$ cat src/rtl/multiword_add_pkg.sv
// Shared types and helpers for the word-serial multiword adder.
package multiword_add_pkg;

  typedef enum logic [0:0] {StIdle, StRun} state_e;

  // Word index width; a single-word operand still needs a 1-bit index.
  function automatic int unsigned idx_w(input int unsigned words);
    return (words > 1) ? $clog2(words) : 1;
  endfunction

endpackage

$ cat src/rtl/multiword_add_seq_if.sv
// Request/result bundle between a requester and the multiword adder sequencer.
interface multiword_add_seq_if #(
  parameter int unsigned W     = 3,
  parameter int unsigned WORDS = 2
);
  localparam int unsigned N = W * WORDS;

  logic         start;
  logic         sub;
  logic         cin;
  logic [N-1:0] op_a;
  logic [N-1:0] op_b;
  logic         busy;
  logic         done;
  logic [N-1:0] sum;
  logic         cout;
  logic         ovf;

  modport master (
    output start, sub, cin, op_a, op_b,
    input  busy, done, sum, cout, ovf
  );

  modport slave (
    input  start, sub, cin, op_a, op_b,
    output busy, done, sum, cout, ovf
  );
endinterface

$ cat src/rtl/rca_word.sv
// Combinational W-bit ripple-carry adder slice.
module rca_word #(
  parameter int unsigned W = 3
) (
  input  logic [W-1:0] in1,
  input  logic [W-1:0] in2,
  input  logic         cin,
  output logic [W-1:0] sum,
  output logic         carry
);

  logic c;

  always_comb begin
    sum = '0;
    c   = cin;
    for (int i = 0; i < W; i++) begin
      sum[i] = in1[i] ^ in2[i] ^ c;
      c      = (in1[i] & in2[i]) | (c & (in1[i] ^ in2[i]));
    end
    carry = c;
  end

endmodule

$ cat src/rtl/multiword_add_seq.sv
// Adds/subtracts WORDS*W-bit operands one W-bit word per cycle, LSW first,
// through a single shared adder slice with a registered inter-word carry.
module multiword_add_seq
  import multiword_add_pkg::*;
#(
  parameter int unsigned W     = 3,
  parameter int unsigned WORDS = 2
) (
  input logic                clk,
  input logic                rst_n,
  multiword_add_seq_if.slave bus
);

  localparam int unsigned N    = W * WORDS;
  localparam int unsigned IdxW = idx_w(WORDS);
  localparam logic [IdxW-1:0] LastIdx = IdxW'(WORDS - 1);

  state_e          state_q;
  logic [IdxW-1:0] idx_q;
  logic            carry_q;
  logic [N-1:0]    a_q;
  logic [N-1:0]    b_q;
  logic [N-1:0]    sum_q;
  logic            cout_q;
  logic            ovf_q;
  logic            done_q;

  logic [W-1:0]    a_word;
  logic [W-1:0]    b_word;
  logic [W-1:0]    slice_sum;
  logic            slice_carry;

  assign a_word = a_q[idx_q * W +: W];
  assign b_word = b_q[idx_q * W +: W];

  rca_word #(
    .W (W)
  ) u_rca_word (
    .in1   (a_word),
    .in2   (b_word),
    .cin   (carry_q),
    .sum   (slice_sum),
    .carry (slice_carry)
  );

  always_ff @(posedge clk or negedge rst_n) begin
    if (!rst_n) begin
      state_q <= StIdle;
      idx_q   <= '0;
      carry_q <= 1'b0;
      a_q     <= '0;
      b_q     <= '0;
      sum_q   <= '0;
      cout_q  <= 1'b0;
      ovf_q   <= 1'b0;
      done_q  <= 1'b0;
    end else begin
      done_q <= 1'b0;
      unique case (state_q)
        StIdle: begin
          if (bus.start) begin
            a_q     <= bus.op_a;
            // Subtraction is A + ~B + 1; B is stored already inverted.
            b_q     <= bus.sub ? ~bus.op_b : bus.op_b;
            carry_q <= bus.sub | bus.cin;
            idx_q   <= '0;
            sum_q   <= '0;
            cout_q  <= 1'b0;
            ovf_q   <= 1'b0;
            state_q <= StRun;
          end
        end
        StRun: begin
          sum_q[idx_q * W +: W] <= slice_sum;
          carry_q               <= slice_carry;
          if (idx_q == LastIdx) begin
            cout_q  <= slice_carry;
            ovf_q   <= (a_q[N-1] == b_q[N-1]) && (slice_sum[W-1] != a_q[N-1]);
            done_q  <= 1'b1;
            idx_q   <= '0;
            state_q <= StIdle;
          end else begin
            idx_q <= idx_q + 1'b1;
          end
        end
        default: state_q <= StIdle;
      endcase
    end
  end

  assign bus.busy = (state_q == StRun);
  assign bus.done = done_q;
  assign bus.sum  = sum_q;
  assign bus.cout = cout_q;
  assign bus.ovf  = ovf_q;

endmodule

$ cat src/flat_wrapper.sv
// flat-port wrapper written by rule: the top's interface ports become plain ports
module multiword_add_seq_flat import multiword_add_pkg::*;
#(
  parameter int unsigned W     = 3,
  parameter int unsigned WORDS = 2
)
  (clk, rst_n, bus_start, bus_sub, bus_cin, bus_op_a, bus_op_b, bus_busy, bus_done, bus_sum, bus_cout, bus_ovf);
  multiword_add_seq_if #(.W(W), .WORDS(WORDS)) bus_i ();
  input logic clk;
  input logic rst_n;
  input wire logic [$bits(bus_i.start)-1:0] bus_start;
  input wire logic [$bits(bus_i.sub)-1:0] bus_sub;
  input wire logic [$bits(bus_i.cin)-1:0] bus_cin;
  input wire logic [$bits(bus_i.op_a)-1:0] bus_op_a;
  input wire logic [$bits(bus_i.op_b)-1:0] bus_op_b;
  output wire logic [$bits(bus_i.busy)-1:0] bus_busy;
  output wire logic [$bits(bus_i.done)-1:0] bus_done;
  output wire logic [$bits(bus_i.sum)-1:0] bus_sum;
  output wire logic [$bits(bus_i.cout)-1:0] bus_cout;
  output wire logic [$bits(bus_i.ovf)-1:0] bus_ovf;
  assign bus_i.start = bus_start;
  assign bus_i.sub = bus_sub;
  assign bus_i.cin = bus_cin;
  assign bus_i.op_a = bus_op_a;
  assign bus_i.op_b = bus_op_b;
  assign bus_busy = bus_i.busy;
  assign bus_done = bus_i.done;
  assign bus_sum = bus_i.sum;
  assign bus_cout = bus_i.cout;
  assign bus_ovf = bus_i.ovf;
  multiword_add_seq #(.W(W), .WORDS(WORDS)) u_core (.clk(clk), .rst_n(rst_n), .bus(bus_i));
endmodule
$ cat config.mk
export PLATFORM = sky130hd
export DESIGN_NAME = multiword_add_seq_flat
export DESIGN_NICKNAME = d
export VERILOG_FILES = /design/src/rtl/multiword_add_pkg.sv /design/src/rtl/multiword_add_seq_if.sv /design/src/rtl/rca_word.sv /design/src/rtl/multiword_add_seq.sv /design/src/flat_wrapper.sv
export SDC_FILE = /design/constraint.sdc
export NUM_CORES = 1
export LEC_CHECK = 0
export ABC_AREA = 1
export CORE_ASPECT_RATIO = 0.6
export CORE_UTILIZATION = 44
export DETAILED_ROUTE_END_ITERATION = 7
export PLACE_DENSITY = 0.79
export SLEW_MARGIN = 20
export SYNTH_ARGS = -nofsm -noshare
export SYNTH_HDL_FRONTEND = slang
export SYNTH_HIERARCHICAL = 1
export SYNTH_SLANG_ARGS = --single-unit
$ cat constraint.sdc
create_clock -name clk -period 2.5 [get_ports clk]
set_clock_uncertainty 0.2 [all_clocks]
set_input_delay 0.25 -clock clk [delete_from_list [all_inputs] [get_ports clk]]
set_output_delay 0.25 -clock clk [all_outputs]
set_load 0.03 [all_outputs]
Word-level counts from Yosys, hierarchy flattened --
Index checks and enable logic that the tools add are counted.
Storage, ports and cells: register bits after elaboration 24, input bits 17, output and inout bits 10, word-level logic and storage cells 59
Operators by class: add/sub/neg operators 2, multiply operators 1, equal/unequal tests 4, shift operators 4, muxes and demuxes 18, bitwise gates (word level) 18, reduce and logical (&&, ||, !) cells 3
Operator list (count):
- 3-bit negation with 34-bit output | 1
- 3-bit by 34-bit variable shift with 6-bit output, first input constant | 1
- 3-bit by 34-bit variable part select with 6-bit output | 1
- 6-bit two-way mux | 2
- 6-bit case mux with 2 select lines | 1
- 6-bit by 4-bit variable part select with 3-bit output | 2
- 1-bit case mux with 2 select lines | 5
- 1-bit two-way mux | 9
- 1-bit AND | 6
- 6-bit bitwise mux | 1
- 6-bit NOT | 1
- 1-bit bitwise XOR | 6
- 2-bit != test, second input constant | 2
- 1-bit OR | 4
- 2-bit AND reduction | 2
- 1-bit by 2-bit multiplier with 3-bit output, second input constant | 1
- 1-bit adder, second input constant | 1
- 1-bit == test | 1
- 1-bit logical AND | 1
- 1-bit != test | 1
- 1-bit NOT | 1

Longest topological paths before layout --
depth after elaboration 12, mapped depth 15, gate-level depth less buffers 15

Hierarchy --
Netlist, hierarchy kept.
By module, submodules not included:
- multiword_add_seq | times used 1, cells each 127, area an instance 1062.3 sq um, sequential area each 600.6 sq um
- rca_word | times used 1, cells each 13, area an instance 97.6 sq um, sequential area each 0.0 sq um

Worst setup path after synthesis --
No wires, ideal clock.
path type reg-to-reg, start reg u_core.idx_q, end reg u_core.ovf_q (netlist: u_core/bus.ovf), setup time 117 ps, data arrival time 2062 ps, data required time 2183 ps, path slack 120 ps, cell stages (with the launch flop) 16, path buffers 0, clock period less this slack 2380 ps, cell sequence dfrtp_1 inv_2 nand2_1 nand2_1 inv_1 fa_1 inv_1 fa_1 inv_1 fa_1 inv_1 inv_1 nand3_1 nand2_1 nand2_1 nand2_1
Between the ends: longest elaborated chain between the ends 12, elaborated cells on any way between the ends 19, those cells by class mul: 1; eq/ne: 2; shift: 2; mux: 2; bitwise: 10; reduce/logical: 2
Ends and longest elaborated chain:
- start, declared | RTL line multiword_add_seq.sv:19 | logic [IdxW-1:0] idx_q;
- start signal, assigned | RTL line multiword_add_seq.sv:83 | idx_q <= idx_q + 1'b1;
- 1-bit by 2-bit multiplier with 3-bit output (*) | RTL line multiword_add_seq.sv:33 | assign a_word = a_q[idx_q * W +: W];
- 6-bit by 4-bit variable part select with 3-bit output (*) | RTL line multiword_add_seq.sv:33
- via u_core.a_word[0] | RTL line multiword_add_seq.sv:28 | logic [W-1:0] a_word;
- 1-bit bitwise XOR | RTL line rca_word.sv:19 | c = (in1[i] & in2[i]) | (c & (in1[i] ^ in2[i]));
- 1-bit AND | RTL line rca_word.sv:19
- 1-bit OR (*) | RTL line rca_word.sv:19
- 1-bit AND (*) | RTL line rca_word.sv:19
- 1-bit OR (*) | RTL line rca_word.sv:19
- 1-bit bitwise XOR (*) | RTL line rca_word.sv:18 | sum[i] = in1[i] ^ in2[i] ^ c;
- via u_core.slice_sum[2] | RTL line multiword_add_seq.sv:30 | logic [W-1:0] slice_sum;
- 1-bit != test (*) | RTL line multiword_add_seq.sv:78 | ovf_q <= (a_q[N-1] == b_q[N-1]) && (slice_sum[W-1] != a_q[N-1]);
- 1-bit logical AND (*) | RTL line multiword_add_seq.sv:78
- 1-bit two-way mux (*) | RTL line multiword_add_seq.sv:76 | if (idx_q == LastIdx) begin
- 1-bit case mux with 2 select lines (*) | RTL line multiword_add_seq.sv:59 | unique case (state_q)
- end signal, assigned | RTL line multiword_add_seq.sv:78
- end, declared | RTL line multiword_add_seq.sv:25 | logic ovf_q;
The timed path passes the listed nets; every way through them passes the cells marked *. The select of a mux whose other input is x is not followed. A chain may end at the register's enable or synchronous reset.

Worst setup path after layout --
start reg u_core.idx_q, end reg u_core.ovf_q (netlist: u_core/bus.ovf)
Between the ends: longest elaborated chain between the ends 12, elaborated cells on any way between the ends 19, those cells by class mul: 1; eq/ne: 2; shift: 2; mux: 2; bitwise: 10; reduce/logical: 2
Ends and longest elaborated chain:
- 1-bit by 2-bit multiplier with 3-bit output (*) | RTL line multiword_add_seq.sv:34 | assign b_word = b_q[idx_q * W +: W];
- 6-bit by 4-bit variable part select with 3-bit output (*) | RTL line multiword_add_seq.sv:34
- via u_core.b_word[0] | RTL line multiword_add_seq.sv:29 | logic [W-1:0] b_word;
- 1-bit bitwise XOR | RTL line rca_word.sv:19
- 1-bit AND | RTL line rca_word.sv:19
- 1-bit OR (*) | RTL line rca_word.sv:19
- 1-bit AND (*) | RTL line rca_word.sv:19
- 1-bit OR (*) | RTL line rca_word.sv:19
- 1-bit bitwise XOR (*) | RTL line rca_word.sv:18
- via u_core.slice_sum[2] | RTL line multiword_add_seq.sv:30
- 1-bit != test (*) | RTL line multiword_add_seq.sv:78
- 1-bit logical AND (*) | RTL line multiword_add_seq.sv:78
- 1-bit two-way mux (*) | RTL line multiword_add_seq.sv:76
- 1-bit case mux with 2 select lines (*) | RTL line multiword_add_seq.sv:59
Marked as above.

==> flow_summary.yaml <==
drt:
  dr.first_iter.drc_count: 65
  firstDrtPassIters: 4
  vias: 960
  via_per_inst: 4.80
  drc: 0
  antenna_left: 0
  routed_wl_mm: 2.34
  wl_per_cell_um: 11.7
final_layout:
  syn_to_final_growth_pct: 31.8
  antenna_cells: 0
  drive_above_1_share_pct: 14.1
  fin_util_pct: 65.7
  final_cell_area_um2: 1530
  instances_no_fill: 200
  nets: 191
floorplan:
  rows: 13
  die_w_um: 68.3
  core_area_um2: 2330
  io_pins: 27
  dieArea_um2: 2850
  die_y_um: 41.8
  initial_core_util_pct: 49.9
yosys:
  syn_area_um2: 1160
  yosys_warnings: 6
  netlist.top_cell.by_area: "dfrtp_1"
  synthCells: 140
  synth_area_leaders: "dfrtp_1, nand2_1, inv_1"
  synth_cell_types: 13
  synth_top_flop_cell: "dfrtp_1"
  synthArstFlopShare_pct: 100
  yosysSeqAreaShare_pct: 51.8
  synth_commonest_cells: "nand2_1, dfrtp_1, inv_1, nand3_1, o21ai_0"
  ys_seq_elements: 24
  avgSynthCellArea_um2: 8.28
  synth_fp_nets: 160
  synth_top_area_share_pct: 51.8
  synth_edf_count: 0
  yosysMostFrequentCell: "nand2_1"
sta:
  rsz0062_at_grt: "true"
  timing.fmax_mhz: 405
  tns_ps: 0
  tightest_slew_ps: 380
  drv_slew: 0
  fin_crit_ps: 2470
  worst_slack_ps: 29.4
  fin_crit_sh_pct: 98.8
  max_slew_margin_pct: 74.6
  hold_violations: 0
  setup_viol: 0
grt:
  antenna_found_initial: 0
  grt_use_met1_pct: 27.7
  grt_use_met3_pct: 7.42
  grt_pass1_vias: 845
  top_usage_layer: "met1"
  grt_max_degree: 25
  grtUsageMet2_pct: 25.5
  grt_pass1_wl_mm: 3.93
  overflow: 0
  gr-usage-all-layers_pct: 19.0
clock_tree:
  clock_path_buffers: 2
  cts_tree: "done"
  cts_max_level: 1
  root_buffer: "clkbuf_8"
  cts_buffers: 3
  clkSinkCount: 24
  clk-insertion-delay-late_ps: 260
  cts_hold_buf: 0
  cts.clk_slew.worst_paths_ps: 80
setup_path:
  required_ps: 2500
  worstPathArrival_ps: 2470
  cp_common_cell: "inv_2"
  path_cells: "inv_2, nand2_1, nand2_1, inv_2, fa_2, inv_2, fa_2, inv_2, fa_1, inv_2, inv_2, nand3_2, nand2_1, nand2_1, nand2_1"
  path_buf_inv: 6
  worstSetupStartpointType: "flop"
  reg2regPathDepth: 15
  crit_slowest_cell: "fa_1"
  slowest_delay_ps: 540
  crit_start: "u_core/idx_q$_DFFE_PN0P_"
  worstSetupEndpointType: "flop"
  critPathMaxFanout: 5
  rr_endpoint: "u_core/bus.ovf$_DFFE_PN0P_"
  crit_cells: 15
  path_class: "reg -> reg"
  crit_family: "adder cells"
  rr_startpoint: "u_core/idx_q$_DFFE_PN0P_"
  crit_end: "u_core/bus.ovf$_DFFE_PN0P_"
  reg2reg_slack_ps: 30
pwr:
  p_leak_uw: 0.000792
  p_per_area_nw_per_um2: 1360
  peakVddDrop_v: 0.000434
job:
  drv_cap: 0
outcome:
  status: "finished, final reports clean"
placement:
  io_buffers: 26
  hpwl_mm: 1.75
  place_inst: 194
  placed_area_um2: 1450
  place.gp.congestion: 0.841
  pre_cts_ws_ps: -29.0
min_path:
  hp-class: "in -> async"
[kinds of logic (layout without fill, tap and decap cells)]
family                     after synthesis  in the layout  synth area share [%]
and+or+nand+nor                         74             74                  25.9
xor gates and xnor gates                 6              6                  4.53
buffers and inverters                   23             53                  8.31
adders and majority gates                3              3                  5.18
AOI/OAI and AO/OA                       10             10                  4.32
DFF                                     24             24                  51.8
[per-layer routing]
| layer | part of all wire, % | wire [um] |
|---|---|---|
| met1 | 47 | 1090 |
| met2 | 44 | 1030 |
| met3 | 7.7 | 179 |
| met4 | 1.6 | 38 |
| met5 | 0 | 0 |
[state kept, by name, summed over array words and instances, names as in the netlist]
| signal | count |
|---|---|
| u_core/bus.cout | 1 |
| u_core/bus.ovf | 1 |
| u_core/carry_q | 1 |
| u_core/bus.busy | 1 |
| u_core/idx_q | 1 |
| u_core/bus.sum | 6 |
| u_core/bus.done | 1 |
| u_core/a_q | 6 |
| u_core/b_q | 6 |
[through the flow]
stage	power, uW	hold WS [ps]
CTS	1990	139
detailed placement	1710	270
global route	2280	165
global placement	1640	266
finish	2080	131
floorplan	1370	-246
[how the worst min path moves through the flow]
stage	to	slack, ps	cells past startpoint
after global routing	u_core/b_q[3]$_DFFE_PN0P_	170	2
after CTS	u_core/a_q[1]$_DFFE_PN0P_	140	2
after floorplan	u_core/a_q[0]$_DFFE_PN0P_	-250	0
after global placement	u_core/b_q[1]$_DFFE_PN0P_	270	2
final	u_core/bus.sum[4]$_DFFE_PN0P_	130	2
after detailed placement	u_core/a_q[1]$_DFFE_PN0P_	270	2
[power by group]
part / total, uW / internal (uW) / switching (uW) / leakage [uW]
clock network: 257 / 140 / 116 / 0.0000288
logic: 1130 / 440 / 693 / 0.000462
registers: 692 / 570 / 122 / 0.000301
total: 2080 / 1150 / 932 / 0.000792
[area by class of cell]
class                      instances  area (um^2)
timing repair buffer              30          290
fill                             192          797
tap                               30         37.5
clock buffer                       4         55.1
sequential                        24          602
multi-input combinational         93          473
inverter                          19         71.3
[placed cells by master (no fill, tap or decap), drive strengths merged]
master         Yosys  final
dfrtp             24     24
inv               19     19
fa                 3      3
o21ai             10     10
nand3             10     10
clkbuf             0      4
nor2               3      3
or2                2      2
xor2               6      6
buf                4      4
clkdlybuf4s50      0     26
nand2             59     59
[repair_timing]
item | 4_1_cts | 5_1_grt
pin swaps | 0 | 5
buffers inserted | 1 | 1
endpoints found under the setup margin | 1 | 4
gates resized for setup | 2 | 8
cloned | 0 | 0
Power figures use the tool's default switching activity.
